$ cat src/rtl/noc_sched_pkg.sv
// Shared state encoding, descriptor layout and round-robin pick for the NoC write scheduler.
package noc_sched_pkg;

  typedef enum logic [1:0] {
    IDLE,
    INIT,
    DATA,
    WAIT_DONE
  } sched_state_e;

  typedef struct packed {
    logic [7:0]  port_id;
    logic [31:0] len;
    logic [31:0] addr;
  } sched_desc_t;

  // First set bit of req_mask after 'last', wrapping within n requesters (n <= 8).
  function automatic logic [2:0] rr_pick(input logic [7:0]  req_mask,
                                         input logic [2:0]  last,
                                         input int unsigned n);
    logic [2:0] pick;
    logic [2:0] idx;
    logic       found;
    pick  = '0;
    found = 1'b0;
    for (int unsigned k = 1; k <= 8; k++) begin
      idx = 3'((32'(last) + k) % n);
      if (!found && (k <= n) && req_mask[idx]) begin
        pick  = idx;
        found = 1'b1;
      end
    end
    return pick;
  endfunction

endpackage

$ cat src/rtl/sched_desc_fifo.sv
// Per-source descriptor queue; the head is presented combinationally so a pop
// in the same cycle as a push still returns the older entry.
module sched_desc_fifo
  import noc_sched_pkg::*;
#(
  parameter int DEPTH = 4
) (
  input  logic        clk_i,
  input  logic        rst_i,
  input  logic        push_i,
  input  logic        pop_i,
  input  sched_desc_t din_i,
  output sched_desc_t dout_o,
  output logic        full_o,
  output logic        empty_o
);

  localparam int AW = $clog2(DEPTH);

  sched_desc_t mem_q [DEPTH];
  logic [AW:0] wr_ptr_q;
  logic [AW:0] rd_ptr_q;

  always_ff @(posedge clk_i) begin
    if (rst_i) begin
      wr_ptr_q <= '0;
      rd_ptr_q <= '0;
    end else begin
      if (push_i && !full_o) wr_ptr_q <= wr_ptr_q + (AW+1)'(1);
      if (pop_i && !empty_o) rd_ptr_q <= rd_ptr_q + (AW+1)'(1);
    end
  end

  always_ff @(posedge clk_i) begin
    if (push_i && !full_o) mem_q[wr_ptr_q[AW-1:0]] <= din_i;
  end

  assign dout_o  = mem_q[rd_ptr_q[AW-1:0]];
  assign empty_o = (wr_ptr_q == rd_ptr_q);
  assign full_o  = (wr_ptr_q[AW] != rd_ptr_q[AW]) &&
                   (wr_ptr_q[AW-1:0] == rd_ptr_q[AW-1:0]);

endmodule

$ cat src/rtl/noc_wr_scheduler.sv
// Round-robin write-message scheduler feeding the AXI NoC master.
//   IDLE      | waiting for any queued descriptor; grants and pops on exit
//   INIT      | INIT_AXI_TXN pulse toward the master
//   DATA      | streaming the granted source's beats
//   WAIT_DONE | all beats sent, waiting for TXN_DONE
module noc_wr_scheduler
  import noc_sched_pkg::*;
#(
  parameter int NUM_SRC    = 4,
  parameter int FIFO_DEPTH = 4,
  parameter int MAX_LEN    = 16,
  parameter int INIT_PULSE = 4
) (
  input  logic                       M_AXI_ACLK,
  input  logic                       M_AXI_ARESET,
  input  logic [NUM_SRC-1:0]         S_REQ_VALID,
  output logic [NUM_SRC-1:0]         S_REQ_READY,
  input  logic [8*NUM_SRC-1:0]       S_REQ_PORT_ID,
  input  logic [32*NUM_SRC-1:0]      S_REQ_LEN,
  input  logic [32*NUM_SRC-1:0]      S_REQ_ADDR,
  input  logic [32*NUM_SRC-1:0]      S_DATA,
  input  logic [NUM_SRC-1:0]         S_DATA_VALID,
  output logic [NUM_SRC-1:0]         S_DATA_READY,
  input  logic                       WDATA_READY,
  input  logic                       TXN_DONE,
  output logic                       INIT_AXI_TXN,
  output logic [7:0]                 PORT_ID_WR,
  output logic [31:0]                MSG_LENGTH_WR,
  output logic [31:0]                INPUT_WADDR,
  output logic [31:0]                INPUT_WDATA,
  output logic [$clog2(NUM_SRC)-1:0] GRANT_ID,
  output logic                       BUSY,
  output logic [NUM_SRC-1:0]         LEN_ERR
);

  localparam int GW = $clog2(NUM_SRC);
  localparam int BW = $clog2(MAX_LEN) + 1;
  localparam int IW = $clog2(INIT_PULSE + 1);

  sched_desc_t        fifo_din  [NUM_SRC];
  sched_desc_t        fifo_dout [NUM_SRC];
  logic [NUM_SRC-1:0] fifo_full;
  logic [NUM_SRC-1:0] fifo_empty;
  logic [NUM_SRC-1:0] fifo_push;
  logic [NUM_SRC-1:0] fifo_pop;
  logic [NUM_SRC-1:0] len_ok;
  logic [NUM_SRC-1:0] req_acc;

  sched_state_e       state_q, state_d;
  logic [GW-1:0]      grant_q, grant_d;
  logic [GW-1:0]      last_q, last_d;
  logic [7:0]         port_q, port_d;
  logic [31:0]        len_q, len_d;
  logic [31:0]        addr_q, addr_d;
  logic [31:0]        wdata_q, wdata_d;
  logic [BW-1:0]      beat_q, beat_d;
  logic [IW-1:0]      icnt_q, icnt_d;
  logic               init_q, init_d;
  logic [NUM_SRC-1:0] lerr_q;

  logic [GW-1:0]      pick;
  logic               xfer;
  sched_desc_t        head;

  for (genvar i = 0; i < NUM_SRC; i++) begin : g_src
    assign fifo_din[i] = '{port_id: S_REQ_PORT_ID[8*i +: 8],
                           len:     S_REQ_LEN[32*i +: 32],
                           addr:    S_REQ_ADDR[32*i +: 32]};
    // Bad lengths are handshaken away so a source never stalls on them.
    assign len_ok[i]    = (S_REQ_LEN[32*i +: 32] != '0) &&
                          (S_REQ_LEN[32*i +: 32] <= 32'(MAX_LEN));
    assign req_acc[i]   = S_REQ_VALID[i] & ~fifo_full[i];
    assign fifo_push[i] = req_acc[i] & len_ok[i];

    sched_desc_fifo #(.DEPTH(FIFO_DEPTH)) u_fifo (
      .clk_i   (M_AXI_ACLK),
      .rst_i   (M_AXI_ARESET),
      .push_i  (fifo_push[i]),
      .pop_i   (fifo_pop[i]),
      .din_i   (fifo_din[i]),
      .dout_o  (fifo_dout[i]),
      .full_o  (fifo_full[i]),
      .empty_o (fifo_empty[i])
    );
  end

  assign S_REQ_READY = ~fifo_full;
  assign pick        = GW'(rr_pick(8'(~fifo_empty), 3'(last_q), NUM_SRC));
  assign head        = fifo_dout[pick];
  assign xfer        = (state_q == DATA) && S_DATA_VALID[grant_q] && WDATA_READY;

  always_comb begin
    S_DATA_READY = '0;
    if (state_q == DATA) S_DATA_READY[grant_q] = WDATA_READY;
  end

  always_comb begin
    state_d  = state_q;
    grant_d  = grant_q;
    last_d   = last_q;
    port_d   = port_q;
    len_d    = len_q;
    addr_d   = addr_q;
    wdata_d  = wdata_q;
    beat_d   = beat_q;
    icnt_d   = icnt_q;
    init_d   = 1'b0;
    fifo_pop = '0;
    case (state_q)
      IDLE: begin
        if (|(~fifo_empty)) begin
          fifo_pop[pick] = 1'b1;
          grant_d        = pick;
          port_d         = head.port_id;
          len_d          = head.len;
          addr_d         = head.addr;
          beat_d         = head.len[BW-1:0];
          icnt_d         = IW'(INIT_PULSE);
          state_d        = INIT;
        end
      end
      INIT: begin
        if (icnt_q != '0) begin
          init_d = 1'b1;
          icnt_d = icnt_q - 1'b1;
        end else begin
          state_d = DATA;
        end
      end
      DATA: begin
        if (xfer) begin
          wdata_d = S_DATA[32*grant_q +: 32];
          beat_d  = beat_q - 1'b1;
          if (beat_q == BW'(1)) state_d = WAIT_DONE;
        end
      end
      WAIT_DONE: begin
        if (TXN_DONE) begin
          last_d  = grant_q;
          state_d = IDLE;
        end
      end
      default: state_d = IDLE;
    endcase
  end

  always_ff @(posedge M_AXI_ACLK) begin
    if (M_AXI_ARESET) begin
      state_q <= IDLE;
      grant_q <= '0;
      last_q  <= GW'(NUM_SRC - 1);
      port_q  <= '0;
      len_q   <= '0;
      addr_q  <= '0;
      wdata_q <= '0;
      beat_q  <= '0;
      icnt_q  <= '0;
      init_q  <= 1'b0;
      lerr_q  <= '0;
    end else begin
      state_q <= state_d;
      grant_q <= grant_d;
      last_q  <= last_d;
      port_q  <= port_d;
      len_q   <= len_d;
      addr_q  <= addr_d;
      wdata_q <= wdata_d;
      beat_q  <= beat_d;
      icnt_q  <= icnt_d;
      init_q  <= init_d;
      lerr_q  <= req_acc & ~len_ok;
    end
  end

  assign INIT_AXI_TXN  = init_q;
  assign PORT_ID_WR    = port_q;
  assign MSG_LENGTH_WR = len_q;
  assign INPUT_WADDR   = addr_q;
  assign INPUT_WDATA   = wdata_q;
  assign GRANT_ID      = grant_q;
  assign BUSY          = (state_q != IDLE);
  assign LEN_ERR       = lerr_q;

endmodule

$ cat config.mk
export PLATFORM = sky130hd
export DESIGN_NAME = noc_wr_scheduler
export DESIGN_NICKNAME = d
export VERILOG_FILES = /design/src/rtl/noc_sched_pkg.sv /design/src/rtl/sched_desc_fifo.sv /design/src/rtl/noc_wr_scheduler.sv
export SDC_FILE = /design/constraint.sdc
export NUM_CORES = 1
export LEC_CHECK = 0
export BUFFER_PORTS_ARGS = -buffer_cell sky130_fd_sc_hd__clkbuf_2
export CAP_MARGIN = 20
export CELL_PAD_IN_SITES_DETAIL_PLACEMENT = 0
export CELL_PAD_IN_SITES_GLOBAL_PLACEMENT = 2
export CORE_MARGIN = 4
export CORE_UTILIZATION = 46
export DETAILED_ROUTE_END_ITERATION = 8
export PLACE_DENSITY_LB_ADDON = 0.1
export SETUP_SLACK_MARGIN = 0.2
export SLEW_MARGIN = 20
export SYNTH_ARGS = -nofsm -noshare
export SYNTH_HDL_FRONTEND = slang
export SYNTH_SLANG_ARGS = --single-unit
$ cat constraint.sdc
create_clock -name M_AXI_ACLK -period 8.9 [get_ports M_AXI_ACLK]
set_input_delay 0.89 -clock M_AXI_ACLK [delete_from_list [all_inputs] [get_ports M_AXI_ACLK]]
set_output_delay 0.89 -clock M_AXI_ACLK [all_outputs]
set_load 0.03 [all_outputs]
==> qor.tcl, run 1 <==
set qor(run_status) {finished, final reports clean}
set qor(setup.worst_path.start_class) {primary input}
set qor(worst-endpoint-arrival_ps) 4640
set qor(syn-instance-count) 2356
set qor(via_count) 26300
set qor(max_slew_margin_pct) 22.2
set qor(die_height_um) 339
set qor(fin_total_pwr_mw) 14.2
set qor(ys_top_cells_by_area) {sky130_fd_sc_hd__edfxtp_1 (69%), sky130_fd_sc_hd__mux4_2 (17%), sky130_fd_sc_hd__dfxtp_1 (6.2%)}
set qor(p_leak_nw) 19.6
set qor(initialDrtViolationCount) 2345
set qor(grt_setup_unrepaired) {false}
set qor(internal_power_consumption_mw) 10.7
set qor(detail-route-antenna-nets) 0
set qor(overflow) 0
set qor(ctsResizeCount) 0
set qor(detail_route.wirelength_mm) 140
set qor(switching_fraction_of_total_power_pct) 24.7
set qor(globalRouteTotalUtil_pct) 24.3
set qor(syn_to_final_growth_pct) 17.5
set qor(fin_crit_ps) 4290
set qor(layout.filler_cells) 8400
set qor(fmax_mhz) 233
set qor(core_area_um2) 109000
set qor(syn_std_cell_area_um2) 50400
set qor(clockBufferDepth) 3
set qor(setup.reg_to_reg.worst_slack_ps) 5180
set qor(clk-insertion-delay-late_ps) 740
set qor(clkTransAtPathRegs_ps) 60
set qor(hold_path.startpoint) {S_REQ_ADDR[77]}
set qor(synthDominantAreaCellType) {sky130_fd_sc_hd__edfxtp_1}
set qor(timing_hold_violations_final) 0
set qor(dieWidth_um) 339
set qor(synth_warn) 0
set qor(post_synthesis_net_count) 2813
set qor(regToRegEndpoint) {INPUT_WADDR[30]}
set qor(layout.nets) 3407
set qor(post-route-util_pct) 54.4
set qor(synth_commonest_cells) {sky130_fd_sc_hd__edfxtp_1 (1,152), sky130_fd_sc_hd__mux4_2 (388), sky130_fd_sc_hd__dfxtp_1 (155), sky130_fd_sc_hd__clkbuf_1 (96), sky130_fd_sc_hd__nand2_1 (89)}
set qor(proportion_of_synthesized_flip_flops_having_asynchronous_set_or_reset_pct) 0
set qor(p_seq_share_pct) 48.8
set qor(worst_ep_required_time_ps) 9250
set qor(htreeDepth) 4
set qor(timing.final.crit_share_pct) 48.2
set qor(powerDensity_nw_per_um2) 240
set qor(timing.final.max_slew_violations) 0
set qor(portBuffers) 547
set qor(grt_antenna_before_repair) 35
set qor(path_max_fanout) 45
set qor(worst_hold_path.endpoint) {g_src[2].u_fifo.mem_q[1][13]}
set qor(placement_rows) 121
set qor(worstSetupEndpointType) {register}
set qor(synth-seq-cells) 1307
set qor(vdd_ir_drop_max_uv) 174
set qor(crit_type) {primary input to register}
set qor(clk_root_buf) {sky130_fd_sc_hd__clkbuf_16}
set qor(worstReg2RegStart) {g_src[1].u_fifo.wr_ptr_q[1]}
set qor(finalSetupViolCount) 0
set qor(net-switching-power_mw) 3.51
set qor(yosysTopAreaCellShare_pct) 68.6
set qor(skew_ps) 29.2
set qor(tightestPinTransition_ps) 1170
set qor(combinationalPowerShare_pct) 12.1
set qor(clockPowerShare_pct) 39.0
set qor(cts_buffers) 138
set qor(timing.final.ws_setup_ps) 4610
set qor(clock_tree_from_tritoncts) {built}
set qor(ioPinCount) 548
set qor(pre_cts_ws_ps) 3850
set qor(share_of_post_route_cells_with_drive_strength_above_1_pct) 39.4
set qor(number_of_global_route_vias_before_repair) 27400
set qor(synth-edff-count) 1152
set qor(area_of_the_die_um2) 115000
set qor(holdCritPathClass) {primary input to register}
set qor(worstHoldPathCells) 1
set qor(yosys.cell_count.top_type) {sky130_fd_sc_hd__edfxtp_1}
set qor(place_hpwl_mm) 91.2
set qor(cts_num_sinks) 1307
set qor(synth_cell_type_count) 59
set qor(syn-mean-instance-area_um2) 21.4
set qor(floorplan.initialDensity_pct) 46.3
set qor(postCtsSetupBuffers) 0
set qor(synth-main-ff-cell) {sky130_fd_sc_hd__edfxtp_1}
set qor(cts-hold-fix-buffers) 0
set qor(max_cap_violations) 0
set qor(avgRoutedWirePerCell_um) 31.0
set qor(dr.pass1.iters) 5
set qor(worst_r2r_path_depth) 7
set qor(synth.yosys.seq_area_share_pct) 74.8
set qor(grt_max_degree) 71
set qor(global_route_wire_length_before_repair_mm) 201
set qor(drcViolationCount) 0
set qor(tns_ps) 0
set qor(gp_congestion) 0.838
set qor(critPathLaunch) {S_REQ_LEN[17]}
set qor(avgViaCountPerCell) 5.85
## per-layer routing
| layer | track usage (%) | share of wire, % | up-vias |
|---|---|---|---|
| li1 | - | - | 11100 |
| met1 | 33.4 | 41 | 14100 |
| met2 | 40.6 | 50 | 925 |
| met3 | 5.35 | 7.5 | 153 |
| met4 | 4.98 | 1.5 | 12 |
| met5 | 0 | 0.062 | - |
## logic make-up after synthesis
logic type	Yosys count	synth area share, %
fa+ha+maj	29	0.720
compound gates	185	2.72
simple gates	256	2.53
mux	396	17.5
buf+inv	156	1.29
xor+xnor	27	0.469
flops	1307	74.8
## registers in the layout (all words and copies together) (netlist names), named ones only
name and cells:
INPUT_WDATA 32, PORT_ID_WR 8, state_q 2, g_src.u_fifo.wr_ptr_q 12, beat_q 5, INPUT_WADDR 32
INIT_AXI_TXN 1, g_src.u_fifo.rd_ptr_q 12, last_q 2, g_src.u_fifo.mem_q 1152, GRANT_ID 2, MSG_LENGTH_WR 32
LEN_ERR 4, icnt_q 3
## through the flow
step / cells / hold slack (ps) / area [um2]
3_3_place_gp: 4221 / 444 / 54700
5_1_grt: 4479 / 341 / 59200
3_5_place_dp: 4222 / 449 / 54700
2_1_floorplan: 2356 / 446 / 50400
6_report: 4499 / 371 / 59200
4_1_cts: 4475 / 313 / 59100
## final cells by class
cell class | count | area [um2] | area share (%)
diodes | 22 | 55.1 | 0.0929
clock buffers | 186 | 3810 | 6.43
clock inverters | 67 | 572 | 0.965
inverters | 26 | 97.6 | 0.165
multi-input cells | 893 | 12100 | 20.5
flip-flops and latches | 1307 | 37700 | 63.7
well taps | 1414 | 1770 | 2.99
repair buffers | 584 | 3070 | 5.18
## worst max path at each step
stage	to	slack [ps]
after detailed placement	g_src[0].u_fifo.mem_q[3][18]	3850
after global placement	g_src[0].u_fifo.mem_q[3][32]	3860
after floorplan	g_src[0].u_fifo.mem_q[0][0]	4600
final	g_src[0].u_fifo.mem_q[3][13]	4610
after CTS	g_src[0].u_fifo.mem_q[3][12]	4630
after global routing	g_src[0].u_fifo.mem_q[3][13]	4580
## placed cells by master, fill, tap and decap left out, drive strengths merged, types with 3 or more instances in the layout
cell type / instances
a211oi: 5
a21oi: 55
a22o: 67
a31o: 4
and2: 16
and3: 11
buf: 38
bufinv: 8
clkbuf: 732
clkinv: 55
dfxtp: 155
diode: 22
edfxtp: 1152
ha: 29
inv: 28
mux2i: 7
mux4: 388
nand2: 90
nand2b: 3
nand3: 21
nand4: 8
nor2: 34
nor3: 17
nor4: 34
o211ai: 3
o21ai: 15
o31ai: 13
o32ai: 4
or3: 13
or4: 3
xnor2: 8
xor2: 19
## power groups by stage
stage | combinational [mW] | sequential [mW] | clock (mW)
floorplan | 0.914 | 7.21 | 0
global placement | 1.71 | 7.07 | 0
detailed placement | 1.74 | 7.07 | 0
CTS | 1.75 | 6.95 | 5.67
global route | 1.84 | 6.96 | 5.93
finish | 1.72 | 6.94 | 5.55
## critical path: stages
cell	delay [ps]
sky130_fd_sc_hd__clkbuf_2	130
sky130_fd_sc_hd__nor4_1	580
sky130_fd_sc_hd__nand4_1	430
sky130_fd_sc_hd__or3_1	470
sky130_fd_sc_hd__nor3_1	740
sky130_fd_sc_hd__and2_4	560
sky130_fd_sc_hd__buf_4	660
No activity file was read; power rests on OpenSTA's default activity.
==> run 2: changes to the inputs <==
- CORE_UTILIZATION: 46 -> 41
- clock period: 8.9 -> 3.5 ns (I/O delays scaled with it)
==> qor.tcl, run 2 (same netlist as run 1, synthesis figures left out) <==
set qor(postCtsSetupBuffers) 0 ;# unchanged
set qor(tightestPinTransition_ps) 854 ;# -314 ps
set qor(holdCritPathClass) {primary input to register}
set qor(detail-route-antenna-nets) 0 ;# unchanged
set qor(initialDrtViolationCount) 2474 ;# +5.5%
set qor(timing.final.max_slew_violations) 0 ;# unchanged
set qor(fin_crit_ps) 3070
set qor(worst_ep_required_time_ps) 4130 ;# -5120 ps
set qor(dr.pass1.iters) 5 ;# unchanged
set qor(most-common-layout-cells) {sky130_fd_sc_hd__edfxtp_1 (1,152), sky130_fd_sc_hd__clkbuf_2 (546), sky130_fd_sc_hd__mux4_2 (388), sky130_fd_sc_hd__dlygate4sd3_1 (291), sky130_fd_sc_hd__clkbuf_16 (150)}
set qor(cts_num_sinks) 1307 ;# unchanged
set qor(global_route_wire_length_before_repair_mm) 209 ;# +4.0%
set qor(placement_rows) 128 ;# +5.8%
set qor(grt_max_degree) 66 ;# -7.0%
set qor(max_slew_margin_pct) 42.6 ;# +20 points
set qor(setup.reg_to_reg.worst_slack_ps) 430 ;# -4750 ps
set qor(worst-endpoint-arrival_ps) 3700 ;# -940 ps
set qor(setup.worst_path.start_class) {register}
set qor(layout.nets) 3774 ;# +11%
set qor(core_area_um2) 122000 ;# +12%
set qor(critPathLaunch) {g_src[0].u_fifo.wr_ptr_q[1]}
set qor(max_cap_violations) 0 ;# unchanged
set qor(clock_tree_from_tritoncts) {built}
set qor(grt_antenna_before_repair) 40 ;# +14%
set qor(avgViaCountPerCell) 5.45 ;# -6.8%
set qor(detail_route.wirelength_mm) 146 ;# +4.9%
set qor(tns_ps) 0 ;# unchanged
set qor(clockBufferDepth) 3 ;# unchanged
set qor(htreeDepth) 4 ;# unchanged
set qor(final-instance-count-excl-fill) 5084 ;# +13%
set qor(fin_total_pwr_mw) 36.9 ;# +160%
set qor(placedCellCount) 4507 ;# +6.8%
set qor(gp_congestion) 0.793 ;# -5.4%
set qor(place_hpwl_mm) 102 ;# +12%
set qor(number_of_global_route_vias_before_repair) 29000 ;# +5.9%
set qor(timing.final.crit_share_pct) 87.7
set qor(avgRoutedWirePerCell_um) 28.8 ;# -7.2%
set qor(timing_hold_violations_final) 0 ;# unchanged
set qor(worstSetupEndpointType) {register}
set qor(run_status) {finished, final reports clean}
set qor(clk_root_buf) {sky130_fd_sc_hd__clkbuf_16}
set qor(dieWidth_um) 359 ;# +5.8%
set qor(worstHoldPathCells) 1 ;# unchanged
set qor(syn_to_final_growth_pct) 26.5
set qor(path_max_fanout) 20 ;# -56%
set qor(drcViolationCount) 0 ;# unchanged
set qor(skew_ps) 21.7 ;# -7.44 ps
set qor(largest_reg_flops) 1152 ;# unchanged
set qor(area_of_the_die_um2) 129000 ;# +12%
set qor(worst_hold_path.endpoint) {g_src[1].u_fifo.mem_q[0][63]}
set qor(worst_r2r_path_depth) 7 ;# unchanged
set qor(portBuffers) 547 ;# unchanged
set qor(crit_type) {register to register}
set qor(grt_setup_unrepaired) {false}
set qor(ctsResizeCount) 0 ;# unchanged
set qor(powerDensity_nw_per_um2) 579 ;# +140%
set qor(clk-insertion-delay-late_ps) 740 ;# about the same
set qor(most_common_cell_after_layout_fill_and_taps_aside) {sky130_fd_sc_hd__edfxtp_1}
set qor(fmax_mhz) 326
set qor(hold_path.startpoint) {S_REQ_LEN[63]}
set qor(regToRegEndpoint) {PORT_ID_WR[6]}
set qor(finalSetupViolCount) 0 ;# unchanged
set qor(via_count) 27700 ;# +5.3%
set qor(ioPinCount) 548 ;# unchanged
set qor(worstReg2RegStart) {g_src[0].u_fifo.wr_ptr_q[1]}
set qor(post-route-util_pct) 52.3 ;# -2.1 points
set qor(p_leak_nw) 21.5 ;# +9.3%
set qor(globalRouteTotalUtil_pct) 22.8 ;# -1.6 points
set qor(overflow) 0 ;# unchanged
set qor(share_of_post_route_cells_with_drive_strength_above_1_pct) 37.7 ;# -1.8 points
set qor(vdd_ir_drop_max_uv) 535 ;# +210%
set qor(die_height_um) 359 ;# +5.8%
set qor(floorplan.initialDensity_pct) 41.4 ;# -4.9 points
set qor(cts_buffers) 142 ;# +2.9%
set qor(finalHoldWorstSlack_ps) 65.7 ;# -306 ps
set qor(clkTransAtPathRegs_ps) 60 ;# about the same
set qor(cts-hold-fix-buffers) 291 ;# +291
==> run 2: cell types whose count changed in the layout (fill, tap and decap cells not counted), sizes merged <==
cell	change
clkinv	+5
buf	+72
inv	+3
clkbuf	-1
dlygate4sd3	+291
bufinv	-2
diode	+4
clkinvlp	+2
==> run 2: worst max-delay path by stage <==
stage          slack, ps                            to
2_1_floorplan        510   g_src[0].u_fifo.mem_q[3][0]
3_3_place_gp         210   g_src[0].u_fifo.mem_q[2][3]
3_5_place_dp         270  g_src[0].u_fifo.mem_q[2][31]
4_1_cts              440                 PORT_ID_WR[6]
5_1_grt              290                 PORT_ID_WR[6]
6_report             430                 PORT_ID_WR[6]
==> run 2: per-stage QoR <==
stage	setup slack, ps	area, um2
4_1_cts	444	63700
5_1_grt	287	63700
2_1_floorplan	508	50400
6_report	429	63800
3_5_place_dp	272	56300
3_3_place_gp	206	56300
==> run 2: layer usage <==
layer / part of all wire (%) / GRT usage, % / up-vias
met2: 49 / 37.8 / 951
met3: 6.4 / 4.40 / 175
li1: - / - / 11900
met4: 1.5 / 4.94 / 24
met5: 0.11 / 0 / -
met1: 43 / 31.5 / 14600
==> run 2: final cells by class <==
| type | instances | area (um2) |
|---|---|---|
| inverter | 26 | 97.6 |
| tap | 1625 | 2030 |
| antenna | 26 | 65.1 |
| sequential | 1307 | 37700 |
| multi-input combinational | 893 | 12100 |
| timing repair buffer | 947 | 7180 |
| clock inverter | 75 | 553 |
| fill | 9696 | 58100 |
| clock buffer | 185 | 3960 |
==> run 2: power by group <==
group	leakage, nW	total (mW)	internal, mW	switching, mW
combinational	7.63	4.81	1.98	2.82
clock	2.23	14.4	8.41	6.01
sequential	11.6	17.7	17.3	0.401
total	21.5	36.9	27.7	9.23
==> run 2: critical path, stage by stage, from the launching register on <==
cell	delay, ps
sky130_fd_sc_hd__dfxtp_1	370
sky130_fd_sc_hd__xor2_1	200
sky130_fd_sc_hd__or3b_1	550
sky130_fd_sc_hd__o221ai_4	560
sky130_fd_sc_hd__nand2_8	280
sky130_fd_sc_hd__buf_12	270
sky130_fd_sc_hd__mux4_2	440
sky130_fd_sc_hd__a22o_1	230
==> run 3: changes to the inputs <==
- CORE_ASPECT_RATIO: unset -> 1.25
==> qor.tcl, run 3 (same netlist as run 1, synthesis figures left out) <==
set qor(dr.pass1.iters) 6 ;# +1
set qor(layout.nets) 3775 ;# +0.026%
set qor(layout.filler_cells) 9716 ;# +0.21%
set qor(die_height_um) 400 ;# +12%
set qor(skew_ps) 30.8 ;# +9.08 ps
set qor(ctsResizeCount) 0 ;# unchanged
set qor(postCtsSetupBuffers) 0 ;# unchanged
set qor(pre_cts_ws_ps) 393 ;# +122 ps
set qor(drcViolationCount) 0 ;# unchanged
set qor(htreeDepth) 4 ;# unchanged
set qor(run_status) {finished, final reports clean}
set qor(worst-endpoint-arrival_ps) 3560 ;# -140 ps
set qor(timing.final.ws_setup_ps) 583 ;# +153 ps
set qor(floorplan.initialDensity_pct) 41.4 ;# about the same
set qor(avgRoutedWirePerCell_um) 30.2 ;# +5.0%
set qor(initialDrtViolationCount) 2313 ;# -6.5%
set qor(max_cap_violations) 0 ;# unchanged
set qor(clk-insertion-delay-late_ps) 750 ;# about the same
set qor(global_route_wire_length_before_repair_mm) 215 ;# +3.3%
set qor(overflow) 0 ;# unchanged
set qor(timing.critical_path.slowest_cell_delay_ps) 540 ;# -20 ps
set qor(worstSetupEndpointType) {register}
set qor(worst_ep_required_time_ps) 4140 ;# about the same
set qor(clk_root_buf) {sky130_fd_sc_hd__clkbuf_16}
set qor(area_of_the_die_um2) 129000 ;# about the same
set qor(crit_type) {register to register}
set qor(finalSetupViolCount) 0 ;# unchanged
set qor(clockBufferDepth) 3 ;# unchanged
set qor(number_of_global_route_vias_before_repair) 29400 ;# +1.1%
set qor(share_of_post_route_cells_with_drive_strength_above_1_pct) 37.8 ;# +0.095 points
set qor(max_slew_margin_pct) 44.8 ;# +2.2 points
set qor(final-instance-count-excl-fill) 5055 ;# -0.57%
set qor(tightestPinTransition_ps) 829 ;# -24.9 ps
set qor(setup.worst_path.start_class) {register}
set qor(ioPinCount) 548 ;# unchanged
set qor(placement_rows) 143 ;# +12%
set qor(most_common_cell_after_layout_fill_and_taps_aside) {sky130_fd_sc_hd__edfxtp_1}
set qor(path_cells) {xor2_1 -> or3_1 -> a2bb2oi_2 -> nand2_8 -> buf_12 -> mux4_2 -> a22o_1}
set qor(clock_tree_from_tritoncts) {built}
set qor(timing.critical_path.slowest_stage_cell) {sky130_fd_sc_hd__mux4_2}
set qor(fmax_mhz) 343 ;# +5.3%
set qor(avgViaCountPerCell) 5.58 ;# +2.4%
set qor(place_hpwl_mm) 103 ;# +1.2%
set qor(globalRouteTotalUtil_pct) 23.8 ;# +1.0 points
set qor(most-common-layout-cells) {sky130_fd_sc_hd__edfxtp_1 (1,152), sky130_fd_sc_hd__clkbuf_2 (546), sky130_fd_sc_hd__mux4_2 (388), sky130_fd_sc_hd__dlygate4sd3_1 (292), sky130_fd_sc_hd__dfxtp_1 (145)}
set qor(dieWidth_um) 322 ;# -10%
set qor(holdCritPathClass) {primary input to register}
set qor(detail-route-antenna-nets) 0 ;# unchanged
set qor(gr-usage-met3_pct) 5.68 ;# +1.3 points
set qor(portBuffers) 547 ;# unchanged
set qor(syn_to_final_growth_pct) 26.4 ;# about the same
set qor(clkTransAtPathRegs_ps) 60 ;# about the same
set qor(p_leak_nw) 21.4 ;# -0.11%
set qor(placedCellCount) 4485 ;# -0.49%
set qor(timing.final.crit_share_pct) 83.4 ;# -4.4 points
set qor(tns_ps) 0 ;# unchanged
set qor(cts_num_sinks) 1307 ;# unchanged
set qor(cts_buffers) 134 ;# -5.6%
set qor(gp_congestion) 0.822 ;# +3.7%
set qor(grtUsageMet2_pct) 40.0 ;# +2.2 points
set qor(vdd_ir_drop_max_uv) 516 ;# -3.5%
set qor(detail_route.wirelength_mm) 153 ;# +4.4%
set qor(timing_hold_violations_final) 0 ;# unchanged
set qor(core_area_um2) 122000 ;# about the same
set qor(critical_path_buf_inv_count) 1 ;# unchanged
set qor(powerDensity_nw_per_um2) 578 ;# -0.20%
set qor(post-route-util_pct) 52.3 ;# about the same
set qor(grt_setup_unrepaired) {false}
set qor(via_count) 28200 ;# +1.8%
set qor(fin_crit_ps) 2920 ;# -153 ps
set qor(largest_reg_flops) 1152 ;# unchanged
set qor(groute.layer.met1.usage_pct) 30.9 ;# -0.57 points
set qor(grt_most_used_layer) {met2}
set qor(grt_antenna_before_repair) 48 ;# +20%
set qor(path_max_fanout) 28 ;# +40%
set qor(timing.final.max_slew_violations) 0 ;# unchanged
set qor(critical-path-top-delay-family) {simple AND/OR/NAND/NOR gates}
set qor(grt_max_degree) 65 ;# -1.5%
==> run 3: what timing repair did <==
| item | CTS | global route |
|---|---|---|
| hold buffers | 292 | 0 |
| hold endpoints to repair | 1165 | 0 |
| endpoints found under the setup margin | 0 | 0 |
==> run 3: power breakdown <==
group / switching (mW) / total (mW) / internal (mW) / leakage (nW)
sequential: 0.442 / 17.7 / 17.3 / 11.6
combinational: 2.78 / 4.77 / 2.00 / 7.67
clock: 5.94 / 14.3 / 8.38 / 2.16
==> run 3: through the flow <==
stage                     hold slack (ps)  cell area (um2)  power (mW)
final                                68.1            63700        36.8
after global routing                 53.7            63700        38.1
after CTS                            7.86            63600        37.2
after detailed placement              449            56300        22.6
after global placement                443            56300        22.5
after floorplan                       446            50400        20.7
==> run 3: final timing paths <==
kind,from,endpoint,slack [ps],cells after the start
hold / removal,S_DATA[64],INPUT_WDATA[0],70,4
setup / recovery,g_src[2].u_fifo.wr_ptr_q[0],INPUT_WADDR[8],580,7
setup reg to reg,g_src[2].u_fifo.wr_ptr_q[0],INPUT_WADDR[8],580,7
hold reg to reg,INPUT_WDATA[24],INPUT_WDATA[24],460,2
==> run 3: layer usage <==
layer	wire length, um	share of wire [%]	vias to the layer above
met1	60500	40	15000
met4	3610	2.4	18
li1	-	-	11900
met3	11200	7.3	213
met5	105	0.069	-
met2	77200	51	1100
==> run 3: worst reg2reg max path: cells and delay by family, from the launching register on <==
kind | cells | cell delay, ps
buffers and inverters | 1 | 340
AND/OR/NAND/NOR | 2 | 880
AO/OA/AOI/OAI | 2 | 430
XOR/XNOR | 1 | 140
multiplexers | 1 | 580
flip-flops | 1 | 440
==> run 3: final cells by class <==
class                   instances  area [um2]  area share, %
diodes                         33        82.6          0.130
clock buffers                 190        3860           6.06
clock inverters                55         566          0.888
inverters                      26        97.6          0.153
multi-input cells             893       12100           19.1
flip-flops and latches       1307       37700           59.2
well taps                    1595        2000           3.13
repair buffers                956        7240           11.4
